**src/rtl/jtdsp16_pkg.sv**
```systemverilog
// jtdsp16_pkg: shared constants for the DSP16 serial I/O port
// (register selects, sioc bit indexes, bit-clock divider table).
package jtdsp16_pkg;

   localparam logic [1:0] SEL_SDX  = 2'b00;
   localparam logic [1:0] SEL_SIOC = 2'b01;
   localparam logic [1:0] SEL_SRTA = 2'b10;
   localparam logic [1:0] SEL_RSV  = 2'b11;

   localparam int SIOC_DIV  = 0;
   localparam int SIOC_MSB  = 2;
   localparam int SIOC_LEN8 = 3;
   localparam int SIOC_LOOP = 4;
   localparam int SIOC_IEN  = 5;
   localparam int SIOC_OVR  = 6;

   // half sck period minus one, in cen ticks
   localparam logic [3:0] HALF_M1_4  = 4'd1;
   localparam logic [3:0] HALF_M1_8  = 4'd3;
   localparam logic [3:0] HALF_M1_16 = 4'd7;
   localparam logic [3:0] HALF_M1_32 = 4'd15;

   localparam logic [3:0] LAST_8  = 4'd7;
   localparam logic [3:0] LAST_16 = 4'd15;

   typedef enum logic {
      SH_IDLE,
      SH_RUN
   } sh_st_t;

   function automatic logic [3:0] half_m1(input logic [1:0] div);
      logic [3:0] h;
      unique case (div)
         2'd0: h = HALF_M1_4;
         2'd1: h = HALF_M1_8;
         2'd2: h = HALF_M1_16;
         2'd3: h = HALF_M1_32;
      endcase
      return h;
   endfunction

endpackage

```
**src/rtl/jtdsp16_sio_shift.sv**
```systemverilog
// jtdsp16_sio_shift: 16/8-bit serial shifter, MSB- or LSB-first.
// Mode is captured on load so a word keeps its format to the end.
module jtdsp16_sio_shift
   import jtdsp16_pkg::*;
(
   input  logic        clk,
   input  logic        rst,
   input  logic        ld,
   input  logic [15:0] ld_data,
   input  logic        msb,
   input  logic        len8,
   input  logic        shift,
   input  logic        sin,
   output logic        sout,
   output logic [15:0] data,
   output logic        last
);

   logic [15:0] sh;
   logic [3:0]  cnt;
   logic        msb_q;
   logic        len8_q;

   always_ff @(posedge clk) begin
      if (rst) begin
         sh     <= '0;
         cnt    <= '0;
         msb_q  <= 1'b0;
         len8_q <= 1'b0;
      end else if (ld) begin
         sh     <= ld_data;
         cnt    <= '0;
         msb_q  <= msb;
         len8_q <= len8;
      end else if (shift) begin
         sh  <= msb_q ? {sh[14:0], sin}
                      : {sin, sh[15:1]};
         cnt <= cnt + 4'd1;
      end
   end

   assign last = cnt == (len8_q ? LAST_8 : LAST_16);

   assign sout = msb_q ? (len8_q ? sh[7] : sh[15])
                       : sh[0];

   // 8-bit words land low in MSB mode, high in LSB mode
   always_comb begin
      data = sh;
      if (len8_q)
         data = msb_q ? {8'h00, sh[7:0]}
                      : {8'h00, sh[15:8]};
   end

endmodule

```
**src/rtl/jtdsp16_sio.sv**
```systemverilog
// jtdsp16_sio: DSP16 serial I/O port with sdx/sioc/srta registers.
// Define JTDSP16_SIO_LOOP_EN to enable sioc[4] output-to-input loopback.
module jtdsp16_sio
   import jtdsp16_pkg::*;
(
   input  logic        clk,
   input  logic        rst,
   input  logic        cen,
   input  logic        sio_wr,
   input  logic        sio_rd,
   input  logic [1:0]  reg_sel,
   input  logic [15:0] din,
   output logic [15:0] r_sio,
   input  logic        di,
   output logic        do_o,
   output logic        sck,
   output logic        ild,
   output logic        old,
   output logic        ibf,
   output logic        obe
);

`ifdef JTDSP16_SIO_LOOP_EN
   localparam logic [5:0] SIOC_WMASK = 6'h3F;
`else
   localparam logic [5:0] SIOC_WMASK = 6'h2F;
`endif

   logic [5:0]  sioc;
   logic        ovr;
   logic [15:0] srta;
   logic [15:0] obuf;
   logic [15:0] ibuf;
   logic [3:0]  dcnt;
   logic [1:0]  div_q;
   logic        sck_q;
   logic        tick;
   logic        rise;
   logic        fall;
   logic        wr_sdx;
   logic        wr_sioc;
   logic        wr_srta;
   logic        rd_sdx;
   sh_st_t      o_st;
   sh_st_t      o_nx;
   sh_st_t      i_st;
   sh_st_t      i_nx;
   logic        o_ld;
   logic        o_sh;
   logic        o_last;
   logic        o_sout;
   logic [15:0] o_data;
   logic        i_ld;
   logic        i_sh;
   logic        i_last;
   logic        i_sout;
   logic [15:0] i_data;
   logic        i_done;
   logic        i_cpy;
   logic        i_sin;
   logic        unused_sh;

   assign wr_sdx  = sio_wr && reg_sel == SEL_SDX;
   assign wr_sioc = sio_wr && reg_sel == SEL_SIOC;
   assign wr_srta = sio_wr && reg_sel == SEL_SRTA;
   assign rd_sdx  = sio_rd && reg_sel == SEL_SDX;

   assign tick = cen && dcnt == half_m1(div_q);
   assign rise = tick && !sck_q;
   assign fall = tick && sck_q;
   assign sck  = sck_q;

   // divider setting only switches on a bit boundary
   always_ff @(posedge clk) begin
      if (rst) begin
         dcnt  <= '0;
         sck_q <= 1'b0;
         div_q <= '0;
      end else if (cen) begin
         if (tick) begin
            dcnt  <= '0;
            sck_q <= ~sck_q;
            if (!sck_q)
               div_q <= sioc[SIOC_DIV +: 2];
         end else begin
            dcnt <= dcnt + 4'd1;
         end
      end
   end

   always_ff @(posedge clk) begin
      if (rst) begin
         o_st <= SH_IDLE;
         i_st <= SH_IDLE;
      end else begin
         o_st <= o_nx;
         i_st <= i_nx;
      end
   end

   always_comb begin
      o_nx = o_st;
      o_ld = 1'b0;
      o_sh = 1'b0;
      if (rise) begin
         if (o_st == SH_RUN && !o_last) begin
            o_sh = 1'b1;
         end else if (!obe) begin
            o_ld = 1'b1;
            o_nx = SH_RUN;
         end else begin
            o_nx = SH_IDLE;
         end
      end
   end

   always_comb begin
      i_nx   = i_st;
      i_ld   = 1'b0;
      i_sh   = 1'b0;
      i_done = 1'b0;
      if (rise && i_st == SH_IDLE && sioc[SIOC_IEN]) begin
         i_ld = 1'b1;
         i_nx = SH_RUN;
      end
      if (fall && i_st == SH_RUN) begin
         i_sh = 1'b1;
         if (i_last) begin
            i_done = 1'b1;
            i_nx   = SH_IDLE;
         end
      end
   end

   always_ff @(posedge clk) begin
      if (rst) begin
         sioc  <= '0;
         ovr   <= 1'b0;
         srta  <= '0;
         obuf  <= '0;
         obe   <= 1'b1;
         ibuf  <= '0;
         ibf   <= 1'b0;
         old   <= 1'b0;
         ild   <= 1'b0;
         i_cpy <= 1'b0;
      end else begin
         i_cpy <= i_done;
         if (wr_sioc)
            sioc <= din[5:0] & SIOC_WMASK;
         if (wr_srta)
            srta <= din;
         if (wr_sdx)
            obuf <= din;
         if (wr_sdx)
            obe <= 1'b0;
         else if (o_ld)
            obe <= 1'b1;
         if (rise) begin
            old <= o_ld;
            ild <= i_ld;
         end
         // a completing word beats a same-cycle read clear
         if (i_cpy)
            ibuf <= i_data;
         if (i_cpy)
            ibf <= 1'b1;
         else if (rd_sdx)
            ibf <= 1'b0;
         if (i_cpy && ibf)
            ovr <= 1'b1;
         else if (wr_sioc)
            ovr <= 1'b0;
      end
   end

`ifdef JTDSP16_SIO_LOOP_EN
   logic loop_q;

   always_ff @(posedge clk) begin
      if (rst)
         loop_q <= 1'b0;
      else if (i_ld)
         loop_q <= sioc[SIOC_LOOP];
   end

   assign i_sin = loop_q ? do_o : di;
`else
   assign i_sin = di;
`endif

   jtdsp16_sio_shift u_out (
      .clk     (clk),
      .rst     (rst),
      .ld      (o_ld),
      .ld_data (obuf),
      .msb     (sioc[SIOC_MSB]),
      .len8    (sioc[SIOC_LEN8]),
      .shift   (o_sh),
      .sin     (1'b0),
      .sout    (o_sout),
      .data    (o_data),
      .last    (o_last)
   );

   jtdsp16_sio_shift u_in (
      .clk     (clk),
      .rst     (rst),
      .ld      (i_ld),
      .ld_data (16'h0000),
      .msb     (sioc[SIOC_MSB]),
      .len8    (sioc[SIOC_LEN8]),
      .shift   (i_sh),
      .sin     (i_sin),
      .sout    (i_sout),
      .data    (i_data),
      .last    (i_last)
   );

   assign unused_sh = ^{o_data, i_sout};

   assign do_o = o_st == SH_RUN && o_sout;

   always_comb begin
      r_sio = '0;
      unique case (reg_sel)
         SEL_SDX:  r_sio = ibuf;
         SEL_SIOC: r_sio = {9'd0, ovr, sioc};
         SEL_SRTA: r_sio = srta;
         SEL_RSV:  r_sio = '0;
      endcase
   end

endmodule
```
**config.mk**
```make
export PLATFORM = sky130hd
export DESIGN_NAME = jtdsp16_sio
export DESIGN_NICKNAME = d
export VERILOG_FILES = /design/src/rtl/jtdsp16_pkg.sv /design/src/rtl/jtdsp16_sio_shift.sv /design/src/rtl/jtdsp16_sio.sv
export SDC_FILE = /design/constraint.sdc
export NUM_CORES = 1
export LEC_CHECK = 0
export ABC_AREA = 1
export CORE_UTILIZATION = 57
export CTS_CLUSTER_SIZE = 25
export DETAILED_ROUTE_END_ITERATION = 10
export PLACE_DENSITY = 0.85
export SYNTH_ARGS = -nofsm -noshare
export SYNTH_HDL_FRONTEND = slang
export SYNTH_SLANG_ARGS = --single-unit
```
**constraint.sdc**
```tcl
create_clock -name clk -period 2.3 [get_ports clk]
set_clock_uncertainty 0.1 [all_clocks]
set_input_delay 0.46 -clock clk [delete_from_list [all_inputs] [get_ports clk]]
set_output_delay 0.46 -clock clk [all_outputs]
set_load 0.05 [all_outputs]
```
* After elaboration in Yosys (flattened, before gate mapping)
Cells that the tools add are included.
** Storage, ports and cells
- Register bits after elaboration :: 112
- Bits of input ports :: 24
- Word-level logic and storage cells :: 96
** Operators by class
- $add $sub $neg :: 3
- Equal/unequal tests :: 9
- Mux-type cells :: 30
- Bitwise operators :: 4
- Reductions and logical operators :: 27
** Operator list (number)
- $mux W16 :: 5
- $pmux W16 S4 :: 1
- $mux W1 :: 19
- $pmux W4 S4 :: 1
- $logic_and A1 B1 Y1 :: 13
- $add A4 B1 Y4 const B :: 3
- $eq A4 B4 Y1 :: 3
- $mux W4 :: 3
- $eq A2 B2 Y1 const B :: 4
- $mux W8 :: 1
- $reduce_bool A2 Y1 :: 4
- $reduce_or A2 Y1 :: 3
- $eq A2 B1 Y1 const B :: 2
- $logic_not A2 Y1 :: 2
- $not A1 Y1 :: 4
- $reduce_and A2 Y1 :: 2
- $reduce_and A3 Y1 :: 1
- $logic_not A1 Y1 :: 2

* Depth between registers and ports, before layout
- Word-level depth :: 10
- Gate-level depth with buffers :: 13
- Gate-level depth less buffers :: 12

* Modules after synthesis
A second synthesis with hierarchy kept.
** Unflattened totals
- Cell total of the unflattened synthesis :: 844
- Area, all modules :: 5685.5 um^2
** By module, submodules not included
- jtdsp16_sio_shift :: times used 2, cells an instance 229, area each 1425.1 um^2, seq. area each 440.4 um^2
- jtdsp16_sio :: times used 1, cells an instance 386, area each 2835.2 um^2, seq. area each 1361.3 um^2

* Worst setup path after synthesis
No wires, ideal clock.
- Kind :: input-to-output
- Start point :: input reg_sel[0]
- End point :: output r_sio[10]
- Arrival :: 1.926 ns
- Required time :: 1.740 ns
- Setup slack :: -0.186 ns
- Cell stages on the path :: 4
- Path through :: inv_1 -> nand2_1 -> clkbuf_1 -> o21ai_0
** Between the ends
- Word-level cells in the longest chain between the ends :: 2
- Elaborated cells between the ends (all ways) :: 5
- Those cells by class :: eq/ne: 3; mux: 1; reduce/logical: 1
** RTL lines
- start, declared :: RTL line jtdsp16_sio.sv:11 : input logic [1:0] reg_sel,
- $eq A2 B2 Y1, or another cell as far along :: RTL line jtdsp16_sio.sv:226 : unique case (reg_sel)
- $pmux W16 S4 * :: RTL line jtdsp16_sio.sv:226
- end, declared :: RTL line jtdsp16_sio.sv:13 : output logic [15:0] r_sio,
Every way passes the cells marked *; elsewhere a longest branch is shown, timed or not.

* Worst setup path in the final report
- Start point :: input reg_sel[1]
- End point :: output r_sio[5]
Same word-level chain as after synthesis.

==> key figures <==
Run status
  • Outcome: complete, no violations

Synth
  • Asr flop ratio synth: 0%
  • #FFs+latches synth: 112
  • Number of flops mapped to enable cells by yosys: 0
  • Sequential area share after synthesis: 43.6%
  • Post-synth top flop: dfxtp_1
  • Synthesis Warnings: 0
  • Cell count after synthesis: 755
  • Mapped cell area: 5150 sq um
  • Synth unique cells: 37
  • Avg Inst Size Synth: 6.82 sq um
  • Syn_nets: 782

Placement
  • IO buf count: 45
  • Placed Instance Area: 6020 sq um
  • Final GP Congestion: 0.903
  • Pre-CTS WS: -85.0 ps
  • Final HPWL DP: 9.19 mm

Final layout
  • Final instance area: 6250 sq um
  • # diodes: 0
  • P&R area growth vs syn: 21.4%
  • Nets: 835
  • Share of cells above drive strength 1: 10.5%

Routing
  • Total DRC errors in the routed layout: 0
  • Length of routed wiring on met1: 5.39 mm
  • 1st-iter DRT viols: 466
  • Met2 routed WL: 6.19 mm
  • Antenna Nets Post-Route: 0
  • Highest Signal Layer: met4
  • Pre-Repair DR Iteration Count: 8
  • Via count: 5055
  • Metal3 WL: 661 microns
  • DR vias/cell: 5.49
  • Drt total wl: 12.9 mm
  • Mean routed wirelength per cell: 14.0 microns

Worst setup path
  • CP peak stage delay: 330 ps
  • Critical Path AT: 1660 ps
  • Slowest cell on the critical path: bufbuf_16
  • Crit path buffers/inverters: 4
  • Crit-path max FO: 7
  • Most repeated library cell on the critical path: buf_4
  • Critical Path End Type: output pin
  • Critical path class: in -> out
  • CP Cell Sequence: dlygate4sd2_1 -> buf_4 -> nor2_1 -> buf_4 -> nand2_1 -> o211ai_1 -> bufbuf_16
  • Family with the most delay on the worst path: buffers and inverters
  • Setup crit start kind: input port
  • CP required: 1740 ps

Power and ir drop
  • Leakage: 2.47 nW
  • Pwr Total: 3.60 mW
  • P per Cell Area: 576 nW/um^2
  • Max IR drop VDD: 334 uV

STA
  • Final setup viols: 0
  • Min Tclk post-route: 2220 ps
  • Final hold slack: 357 ps
  • Final worst setup slack: 79.1 ps
  • Max Slew Vio Count: 0
  • Part of the cycle the worst path needs: 96.6%
  • Relative slew slack: 65.8%
  • Slew @ Worst Pin: 510 ps
  • Fmax: 450 MHz
  • Final-report hold violation count: 0
  • RSZ-0062 raised after global routing: false

Floorplanning
  • Initial Util: 59.0%
  • Chip height: 97.0 microns
  • Core Footprint: 8720 sq um
  • Die ar.: 9410 sq um
  • Num rows: 34
  • Die width: 97.0 microns
  • Top-level port count: 46

CTS
  • Clock sinks: 112
  • Clock slew at reported path FFs: 100 ps
  • CTS tree: yes
  • Skew-Pair Late Insertion Delay: 370 ps
  • Clock buffer depth: 2
  • Root Driver: clkbuf_8
  • Hold_buf cts: 0
  • # H-tree levels: 3
  • CTS Buf Count: 9

Global route
  • Pin count of the biggest net entering global routing: 51
  • Initial antenna violation count: 0
  • Grt ovf: 0
  • First-pass GRT wire length: 21.4 mm
  • Tot GR Track Use: 27.8%
  • Vias in the first global route: 4713

Hold path
  • Hold Path Class: reg -> reg

Run
  • Max-cap violation count: 0
## synth_stat cells (all sizes together) (3+ instances only)
cell type | count | area share, %
a21oi | 66 | 6.4
buf | 12 | 1.6
clkbuf | 25 | 1.8
clkinv | 3 | 0.24
dfxtp | 112 | 44
ha | 3 | 0.73
inv | 78 | 5.7
nand2 | 202 | 15
nand3 | 29 | 3.5
nor2 | 99 | 7.7
o211ai | 6 | 0.87
o21ai | 101 | 9.8
o221ai | 7 | 1.2
## logic make-up (layout without fill, tap and decap cells)
logic type / count (synthesis) / in the layout / synth area share [%]
adder cells (fa/ha/maj): 3 / 3 / 0.729
AO/OA/AOI/OAI: 183 / 183 / 18.8
XOR/XNOR: 2 / 2 / 0.340
buffers and inverters: 118 / 176 / 9.36
flip-flops: 112 / 112 / 43.6
AND/OR/NAND/NOR: 337 / 337 / 27.2
## power breakdown
part           switching [mW]  internal (mW)  total (mW)  leakage (nW)
logic                   0.206          0.140       0.346          1.45
registers              0.0290           1.98        2.01         0.908
clock network           0.689          0.552        1.24         0.105
## worst min-delay path: stages, from the launching register on
cell	delay, ps
dfxtp_1	310
inv_1	50
a21oi_1	50
## timing repair
item                                   CTS  global route
buffers inserted                         0             0
cloned                                   0             0
setup endpoints to repair               16             1
endpoints found under the hold margin    0             0
pin swaps                                1             0
gates resized for setup                  6             1
## cell type report
| cell class | count | area [sq um] |
|---|---|---|
| fillers | 666 | 2470 |
| multi-input cells | 525 | 2430 |
| flip-flops and latches | 112 | 2240 |
| repair buffers | 79 | 926 |
| inverters | 81 | 305 |
| clock buffers | 10 | 138 |
| well taps | 108 | 135 |
| clock inverters | 6 | 75.1 |
## state kept, by name, indices dropped and copies added, names as in the netlist, 2 cells and up
| register | count |
|---|---|
| dcnt | 4 |
| div_q | 2 |
| ibuf | 16 |
| obuf | 16 |
| sioc | 5 |
| srta | 16 |
| u_in.cnt | 4 |
| u_in.sh | 16 |
| u_out.cnt | 4 |
| u_out.sh | 16 |
## through the flow
stage | util [%] | cells | setup TNS, ps
2_1_floorplan | - | 755 | -746
3_3_place_gp | 69.0 | 905 | 0
3_5_place_dp | 69.0 | 905 | -265
4_1_cts | 71.6 | 921 | 0
5_1_grt | 71.6 | 921 | 0
6_report | 71.6 | 921 | 0
## placed cells by master, fill, tap and decap left out, types with 2 or more instances in the layout
cell type	n
o21ai_1	2
a21oi_1	66
buf_4	31
o211ai_1	6
nand3_4	2
clkbuf_8	10
nand3_1	25
inv_1	75
nand2_1	196
ha_1	3
clkdlybuf4s50_1	25
o21ai_0	99
inv_6	2
nand3_2	2
nand2_4	2
nor3_1	2
nand2_2	4
clkinv_1	2
dfxtp_1	112
inv_2	3
buf_12	19
dlygate4sd2_1	2
nor2_1	96
xor2_1	2
o221ai_1	7
## routing by layer
layer	up-vias	track usage, %
li1	2529	-
met1	2271	34.6
met2	200	46.4
met3	55	4.26
met4	0	14.2
met5	-	0
## worst paths after layout
| path | from | end | slack [ps] | cells past startpoint |
|---|---|---|---|---|
| worst max register to register | u_out.cnt[0] | u_out.sh[9] | 380 | 11 |
| worst min register to register | srta[7] | srta[7] | 360 | 2 |
| worst max-delay path | reg_sel[1] | r_sio[5] | 80 | 7 |
| worst min-delay path | srta[7] | srta[7] | 360 | 2 |
Power figures use the tool's default switching activity.
